File: src/rtl/if_stage_if.sv
// Instruction-memory / I-cache request bus between the fetch stage and memory.
`timescale 1ns/1ps
interface if_stage_if;
   logic        imem_req;
   logic [15:0] imem_addr;
   logic [15:0] imem_data;
   logic        imem_valid;

   modport master (output imem_req, output imem_addr, input imem_data, input imem_valid);
   modport slave  (input imem_req, input imem_addr, output imem_data, output imem_valid);
endinterface

File: src/rtl/if_stage.sv
// Instruction-fetch stage: owns the PC, issues instruction-memory requests,
// absorbs stalls and redirects, and loads the IF/ID pipeline register.
`timescale 1ns/1ps
module if_stage #(
   parameter logic [15:0] RESET_PC    = 16'h0000,
   parameter logic [15:0] NOP_INSTR   = 16'h0000,
   parameter logic [3:0]  HALT_OPCODE = 4'hF
) (
   input  logic             clk,
   input  logic             rst,
   input  logic             redirect_en,
   input  logic [15:0]      redirect_pc,
   input  logic             stall,
   if_stage_if.master       imem,
   output logic [15:0]      ifid_instr,
   output logic [15:0]      ifid_pc_plus_two,
   output logic             ifid_valid,
   output logic [15:0]      pc,
   output logic             halted
);

   typedef enum logic [1:0] {S_FETCH, S_HOLD, S_DRAIN, S_HALTED} state_t;

   state_t      state;
   logic [15:0] fetch_addr;
   logic [15:0] hold_buf;
   logic [15:0] next_addr;
   logic [15:0] deliver_instr;
   logic        deliver;
   logic        is_halt;
   logic        outstanding;

   // Pick the instruction being delivered: a held word after a stall, else the bus.
   always_comb begin
      // NOTE: give every always_comb output a default first so no latch is inferred.
      deliver_instr = imem.imem_data;
      if (state == S_HOLD) deliver_instr = hold_buf;
   end

   assign next_addr   = fetch_addr + 16'd2;
   assign is_halt     = (deliver_instr[15:12] == HALT_OPCODE);
   assign deliver     = !redirect_en && !stall &&
                        ((state == S_FETCH && imem.imem_valid) || state == S_HOLD);
   // A request is still in flight if the bus is being driven and no data came back.
   assign outstanding = (state == S_FETCH || state == S_DRAIN) && !imem.imem_valid;

   // Request goes low the instant reset is asserted, not at the next edge.
   assign imem.imem_req  = !rst && (state == S_FETCH || state == S_DRAIN);
   assign imem.imem_addr = fetch_addr;
   assign halted         = (state == S_HALTED);

   // Fetch state machine, PC, hold buffer and IF/ID register.
   always_ff @(posedge clk or posedge rst) begin
      if (rst) begin
         // NOTE: non-blocking assignments so every register samples pre-edge values.
         state            <= S_FETCH;
         pc               <= RESET_PC;
         fetch_addr       <= RESET_PC;
         hold_buf         <= NOP_INSTR;
         ifid_instr       <= NOP_INSTR;
         ifid_pc_plus_two <= 16'h0000;
         ifid_valid       <= 1'b0;
      end else if (redirect_en) begin
         pc               <= redirect_pc;
         ifid_instr       <= NOP_INSTR;
         ifid_pc_plus_two <= 16'h0000;
         ifid_valid       <= 1'b0;
         if (outstanding) begin
            state <= S_DRAIN;
         end else begin
            state      <= S_FETCH;
            fetch_addr <= redirect_pc;
         end
      end else if (deliver) begin
         ifid_instr       <= deliver_instr;
         ifid_pc_plus_two <= next_addr;
         ifid_valid       <= 1'b1;
         if (is_halt) begin
            // pc stays at the halt address so a later redirect is the only exit.
            state <= S_HALTED;
         end else begin
            state      <= S_FETCH;
            pc         <= next_addr;
            fetch_addr <= next_addr;
         end
      end else begin
         case (state)
            S_FETCH: begin
               if (imem.imem_valid) begin
                  hold_buf <= imem.imem_data;
                  state    <= S_HOLD;
               end else if (!stall) begin
                  ifid_valid <= 1'b0;
               end
            end
            S_DRAIN: begin
               if (imem.imem_valid) begin
                  fetch_addr <= pc;
                  state      <= S_FETCH;
               end
            end
            S_HALTED: begin
               if (!stall) ifid_valid <= 1'b0;
            end
            default: ;
         endcase
      end
   end

endmodule
File: src/flat_wrapper.sv
// flat-port wrapper written by rule: the top's interface ports become plain ports
module if_stage_flat 
#(
   parameter logic [15:0] RESET_PC    = 16'h0000,
   parameter logic [15:0] NOP_INSTR   = 16'h0000,
   parameter logic [3:0]  HALT_OPCODE = 4'hF
)
  (clk, rst, redirect_en, redirect_pc, stall, ifid_instr, ifid_pc_plus_two, ifid_valid, pc, halted, imem_imem_req, imem_imem_addr, imem_imem_data, imem_imem_valid);
  if_stage_if imem_i ();
  input  logic clk;
  input  logic rst;
  input  logic redirect_en;
  input  logic [15:0] redirect_pc;
  input  logic stall;
  output logic [15:0] ifid_instr;
  output logic [15:0] ifid_pc_plus_two;
  output logic ifid_valid;
  output logic [15:0] pc;
  output logic halted;
  output wire logic [$bits(imem_i.imem_req)-1:0] imem_imem_req;
  output wire logic [$bits(imem_i.imem_addr)-1:0] imem_imem_addr;
  input wire logic [$bits(imem_i.imem_data)-1:0] imem_imem_data;
  input wire logic [$bits(imem_i.imem_valid)-1:0] imem_imem_valid;
  assign imem_imem_req = imem_i.imem_req;
  assign imem_imem_addr = imem_i.imem_addr;
  assign imem_i.imem_data = imem_imem_data;
  assign imem_i.imem_valid = imem_imem_valid;
  if_stage #(.RESET_PC(RESET_PC), .NOP_INSTR(NOP_INSTR), .HALT_OPCODE(HALT_OPCODE)) u_core (.clk(clk), .rst(rst), .redirect_en(redirect_en), .redirect_pc(redirect_pc), .stall(stall), .imem(imem_i), .ifid_instr(ifid_instr), .ifid_pc_plus_two(ifid_pc_plus_two), .ifid_valid(ifid_valid), .pc(pc), .halted(halted));
endmodule
File: config.mk
export PLATFORM = sky130hd
export DESIGN_NAME = if_stage_flat
export DESIGN_NICKNAME = d
export VERILOG_FILES = /design/src/rtl/if_stage_if.sv /design/src/rtl/if_stage.sv /design/src/flat_wrapper.sv
export SDC_FILE = /design/constraint.sdc
export NUM_CORES = 1
export LEC_CHECK = 0
export ABC_AREA = 1
export BUFFER_PORTS_ARGS = -buffer_cell sky130_fd_sc_hd__buf_2
export CELL_PAD_IN_SITES_DETAIL_PLACEMENT = 1
export CELL_PAD_IN_SITES_GLOBAL_PLACEMENT = 1
export CORE_MARGIN = 4
export CORE_UTILIZATION = 41
export DETAILED_ROUTE_END_ITERATION = 8
export PLACE_DENSITY = 0.85
export SLEW_MARGIN = 40
export SYNTH_ARGS = -nofsm -noshare
export SYNTH_HDL_FRONTEND = slang
export SYNTH_SLANG_ARGS = --single-unit
export TNS_END_PERCENT = 100
File: constraint.sdc
create_clock -name clk -period 5.1 [get_ports clk]
set_input_delay 0.255 -clock clk [delete_from_list [all_inputs] [get_ports clk]]
set_output_delay 0.255 -clock clk [all_outputs]
set_load 0.1 [all_outputs]
## Word level (Yosys, flattened, before mapping)

Cells that the tools add are included.

| storage, ports and cells | value |
|---|---|
| output and inout port bits | 67 |
| register bits | 83 |
| input bits | 37 |
| word-level logic and storage cells | 67 |

| cells by class | value |
|---|---|
| muxes and demuxes | 25 |
| reduce and logical (&&, ||, !) cells | 22 |
| bitwise operators | 2 |
| equal/unequal tests | 10 |
| $add $sub $neg | 1 |

Operators with widths:

| cell | count |
|---|---|
| $mux 16 | 13 |
| $add 16x2->16 const B | 1 |
| $mux 2 | 6 |
| $ne 4x3->1 const B | 3 |
| $reduce_and 4->1 | 2 |
| $reduce_bool 4->1 | 2 |
| $reduce_bool 3->1 | 2 |
| $logic_and 1x1->1 | 5 |
| $eq 2x2->1 const B | 2 |
| $eq 4x4->1 const B | 1 |
| $logic_not 1->1 | 4 |
| $mux 1 | 4 |
| $ne 2x2->1 const B | 2 |
| $pmux 2 s2 | 1 |
| $reduce_and 2->1 | 2 |
| $ne 3x3->1 const B | 1 |
| $reduce_and 3->1 | 1 |
| $eq 2x1->1 const B | 1 |
| $logic_not 2->1 | 1 |
| $logic_or 1x1->1 | 2 |
| $not 1->1 | 2 |
| $pmux 1 s2 | 1 |
| $reduce_bool 2->1 | 1 |

## Depth between registers and ports, before layout

| logic depth | value |
|---|---|
| word-level depth | 6 |
| depth in mapped cells | 12 |
| depth with buffers taken out | 11 |

## Least setup slack after synthesis

OpenSTA, ideal clock, no wires.

| path | value |
|---|---|
| path kind | reg-to-reg |
| from | register u_core.fetch_addr[2] (netlist: u_core.imem.imem_addr[2]) |
| to | register u_core.fetch_addr[11] (netlist: u_core.imem.imem_addr[11]) |
| period minus slack after synthesis | 2213 ps |
| library setup time | 120 ps |
| arrival | 2093 ps |
| buffers on the path | 0 |
| setup slack | 2887 ps |
| required time | 4980 ps |
| stages on the path, launching flop included | 11 |
| path through | dfrtp_1 ha_1 nand3_1 inv_1 nand2_1 nor2_1 nand2_1 nand3_1 nand2_1 nand2_1 nand2_1 |

| on the way | value |
|---|---|
| longest elaborated chain between the ends | 4 |

Ends and longest elaborated chain:

| what | RTL line | source |
|---|---|---|
| from (decl) | if_stage.sv:25 | `logic [15:0] fetch_addr;` |
| from (signal assigned) | if_stage.sv:72 | `fetch_addr <= redirect_pc;` |
| from (signal assigned) | if_stage.sv:84 | `fetch_addr <= next_addr;` |
| from (signal assigned) | if_stage.sv:98 | `fetch_addr <= pc;` |
| $add 16x2->16 | if_stage.sv:40 | `assign next_addr = fetch_addr + 16'd2;` |
| $mux 16 | if_stage.sv:78 | `if (is_halt) begin` |
| $mux 16 | if_stage.sv:74 | `end else if (deliver) begin` |
| $mux 16 | if_stage.sv:63 | `end else if (redirect_en) begin` |

Every way passes these cells. The select of a mux whose other input is x is not followed.
A chain may end at the register's enable or synchronous reset.

## Worst setup path after layout

| path | value |
|---|---|
| from | register u_core.state[0] |
| to | register u_core.hold_buf[0] |

| on the way | value |
|---|---|
| longest elaborated chain between the ends | 6 |
| elaborated cells on any way between the ends | 7 |
| classes of those cells | 1 x eq/ne; 1 x bitwise; 5 x reduce/logical |

Ends and longest elaborated chain:

| what | RTL line | source |
|---|---|---|
| from (decl) | if_stage.sv:24 | `state_t state;` |
| from (signal assigned) | if_stage.sv:56 | `state <= S_FETCH;` |
| from (signal assigned) | if_stage.sv:69 | `state <= S_DRAIN;` |
| from (signal assigned) | if_stage.sv:71 | `state <= S_FETCH;` |
| $logic_not 2->1 | if_stage.sv:43, if_stage.sv:87 |  |
| $logic_and 1x1->1 | if_stage.sv:43 | `((state == S_FETCH && imem.imem_valid) \|\| state == S_HOLD);` |
| $logic_or 1x1->1 | if_stage.sv:43 |  |
| $logic_and 1x1->1 | if_stage.sv:42 | `assign deliver = !redirect_en && !stall &&` |
| $not 1->1 (no source line) | n/a |  |
| $reduce_and 4->1 (no source line) * | n/a |  |
| to (signal assigned) | if_stage.sv:90 | `hold_buf <= imem.imem_data;` |
| to (decl) | if_stage.sv:26 | `logic [15:0] hold_buf;` |

Mark *: on every way between the ends. The rest lies on a longest branch, timed or not.

==> impl_metrics.json <==
{
  "portBuffers": 103,
  "worstSkewPairLatency_ns": 0.35,
  "slew_headroom": 0.535,
  "ys_ff_latch": 83,
  "crit_family": "simple AND/OR/NAND/NOR gates",
  "dieHeight_um": 109,
  "cts-resized-gates": 0,
  "worst_slew_pin_slew_ns": 0.697,
  "cap_violations": 0,
  "clkSinkCount": 83,
  "first_pass_iters": 4,
  "reg2reg_from": "u_core.state[0]",
  "track_usage": 0.212,
  "synth_area_per_cell_um2": 7.64,
  "dpl_cell_area_um2": 4720,
  "vias": 3867,
  "post-route-drc-count": 0,
  "hold_viol_final": 0,
  "num_io_pins": 104,
  "min_from": "redirect_pc[4]",
  "min_period_ns": 2.97,
  "status": "finished clean",
  "most-common-layout-cells": "nand2_1 (240), buf_2 (103), dfrtp_1 (83)",
  "routed.top_layer": "met4",
  "yosysWarnings": 0,
  "setup_slack_ns": 2.13,
  "synthCells": 544,
  "syn_area_um2": 4160,
  "numCtsBuffers": 9,
  "start_util": 0.423,
  "synthFlopType": "dfrtp_1",
  "final_common_cell": "nand2_1",
  "start_kind": "flop",
  "pwr_density_cell_nw_per_um2": 665,
  "layout.nets": 677,
  "rows": 36,
  "period_share": 0.582,
  "async_flop_share": 1.00,
  "finalInstanceArea_um2": 4950,
  "path_cells": "o211ai_4 > nand2_1 > inv_4 > nand3_2 > nand2_1 > o21ai_1",
  "coreArea_um2": 9820,
  "p_leak_nw": 2.82,
  "timing.final.max_slew_violations": 0,
  "clockBufferDepth": 2,
  "nFillCells": 1305,
  "total_power_mw": 3.29,
  "die_w_um": 109,
  "clock-root-buffer": "clkbuf_8",
  "peakVddDrop_mv": 0.239,
  "ant_nets": 0,
  "grt_overflow_total": 0,
  "required_ns": 5.31,
  "max_freq_mhz": 337,
  "min_path_type": "input port to flop",
  "cts_hold_buffers": 1,
  "synthDistinctLibCells": 29,
  "fin_setup_tns_ns": 0,
  "fp.dieArea_um2": 11800,
  "r2r_cells": 6,
  "via_per_inst": 4.98,
  "setup_viol": 0,
  "cp.arrival_ns": 3.18,
  "cts_tree": "done",
  "whs_path_depth": 3,
  "path_depth": 6,
  "clkSlewWorstSetupHoldPaths_ns": 0.10,
  "drive_above_1_share": 0.226,
  "crit_path_top_delay_cell": "o211ai_4",
  "area_delta_synth_final_pct": 19.0,
  "netlist_top_cells_area": "dfrtp_1 (50%), nand2_1 (22%), nand3_1 (6.3%)",
  "syn-num-nets": 582,
  "postLayoutCoreUtil": 0.504,
  "critPathBufInv": 1,
  "diodes": 0,
  "layout.cells.non_filler": 776,
  "yosys.area.top_type_share": 0.500,
  "grt_pass1_vias": 4078,
  "rsz0062_at_grt": "false",
  "yosysTopAreaCell": "dfrtp_1",
  "ctsHtreeMaxLevel": 3,
  "crit_top_cell": "nand2_1",
  "met3_length_um": 584,
  "grt_pass1_wl_um": 19700,
  "cp_max_fo": 50,
  "cts_setup_buffers": 0,
  "cpPeakStageDelay_ns": 0.65,
  "wl_met1_um": 5450,
  "synth.yosys.seq_area_share": 0.500,
  "dpl.hpwl_um": 8530,
  "synth-edff-count": 0,
  "grt_max_degree": 51,
  "whs_ns": 0.139,
  "drt_iter0_drc": 144,
  "startpoint": "u_core.state[0]",
  "place_ws_ns": 2.16,
  "wl_per_cell_um": 15.5,
  "antenna_found_initial": 0,
  "gp_congestion": 0.879,
  "crit_type": "flop to flop",
  "finalClockSkew_ns": 0.0179,
  "wirelength_um": 12100,
  "wl_met2_um": 5770,
  "endpoint_kind": "flop",
  "dp_cells": 760
}
## registers in the layout (all words and copies together) (netlist names)
name                     count
u_core.ifid_pc_plus_two     16
u_core.pc                   16
u_core.imem.imem_addr       16
u_core.ifid_valid            1
u_core.hold_buf             16
u_core.ifid_instr           16
u_core.state                 2
## routing by layer
metal	global-route usage	up-vias
met5	0	-
met4	0.0640	0
met3	0.0444	20
met2	0.364	97
met1	0.268	1852
li1	-	1898
## path summary, 6_finish.rpt
| kind | end | slack [ns] |
|---|---|---|
| min in group asynchronous | u_core.ifid_instr[12] | 0.50 |
| worst min-delay path | u_core.pc[4] | 0.14 |
| worst max register to register | u_core.hold_buf[0] | 2.13 |
| worst min register to register | u_core.ifid_pc_plus_two[5] | 0.47 |
| max in group asynchronous | u_core.imem.imem_addr[10] | 3.48 |
| worst max-delay path | u_core.hold_buf[0] | 2.13 |
## Yosys cell counts, types with 4 or more instances
cell and number:
dfrtp_1 83, o21ai_2 4, clkbuf_1 7, o21ai_0 25, inv_1 42, nor2_1 14, nand4_1 4, nand2_1 240
nand2_2 5, nand3_1 52, o21ai_1 26, buf_2 8
## cell type report
cell class | count | area (um2) | area share
clock inverter | 4 | 75.1 | 0.0152
tap | 133 | 166 | 0.0336
sequential | 83 | 2080 | 0.420
multi-input combinational | 393 | 1770 | 0.358
inverter | 47 | 185 | 0.0374
clock buffer | 11 | 141 | 0.0286
timing repair buffer | 105 | 533 | 0.108
## worst register-to-register path: stages, from the launching register on
cell,delay (ns)
dfrtp_1,0.57
o211ai_4,0.65
nand2_1,0.20
inv_4,0.46
nand3_2,0.63
nand2_1,0.24
o21ai_1,0.10
## logic make-up (layout without fill, tap and decap cells)
kind of cell / after synthesis / count (layout) / synth area share
buf+inv: 68 / 167 / 0.0749
xor+xnor: 4 / 4 / 0.00843
simple gates: 331 / 331 / 0.337
flops: 83 / 83 / 0.500
compound gates: 57 / 57 / 0.0767
fa+ha+maj: 1 / 1 / 0.00301
## where the power goes
| part | switching [mW] | leakage (nW) | internal (mW) | total, mW |
|---|---|---|---|---|
| combinational | 1.44 | 1.64 | 0.284 | 1.73 |
| clock | 0.247 | 0.102 | 0.287 | 0.534 |
| sequential | 0.174 | 1.07 | 0.851 | 1.03 |
Power figures use the tool's default switching activity.
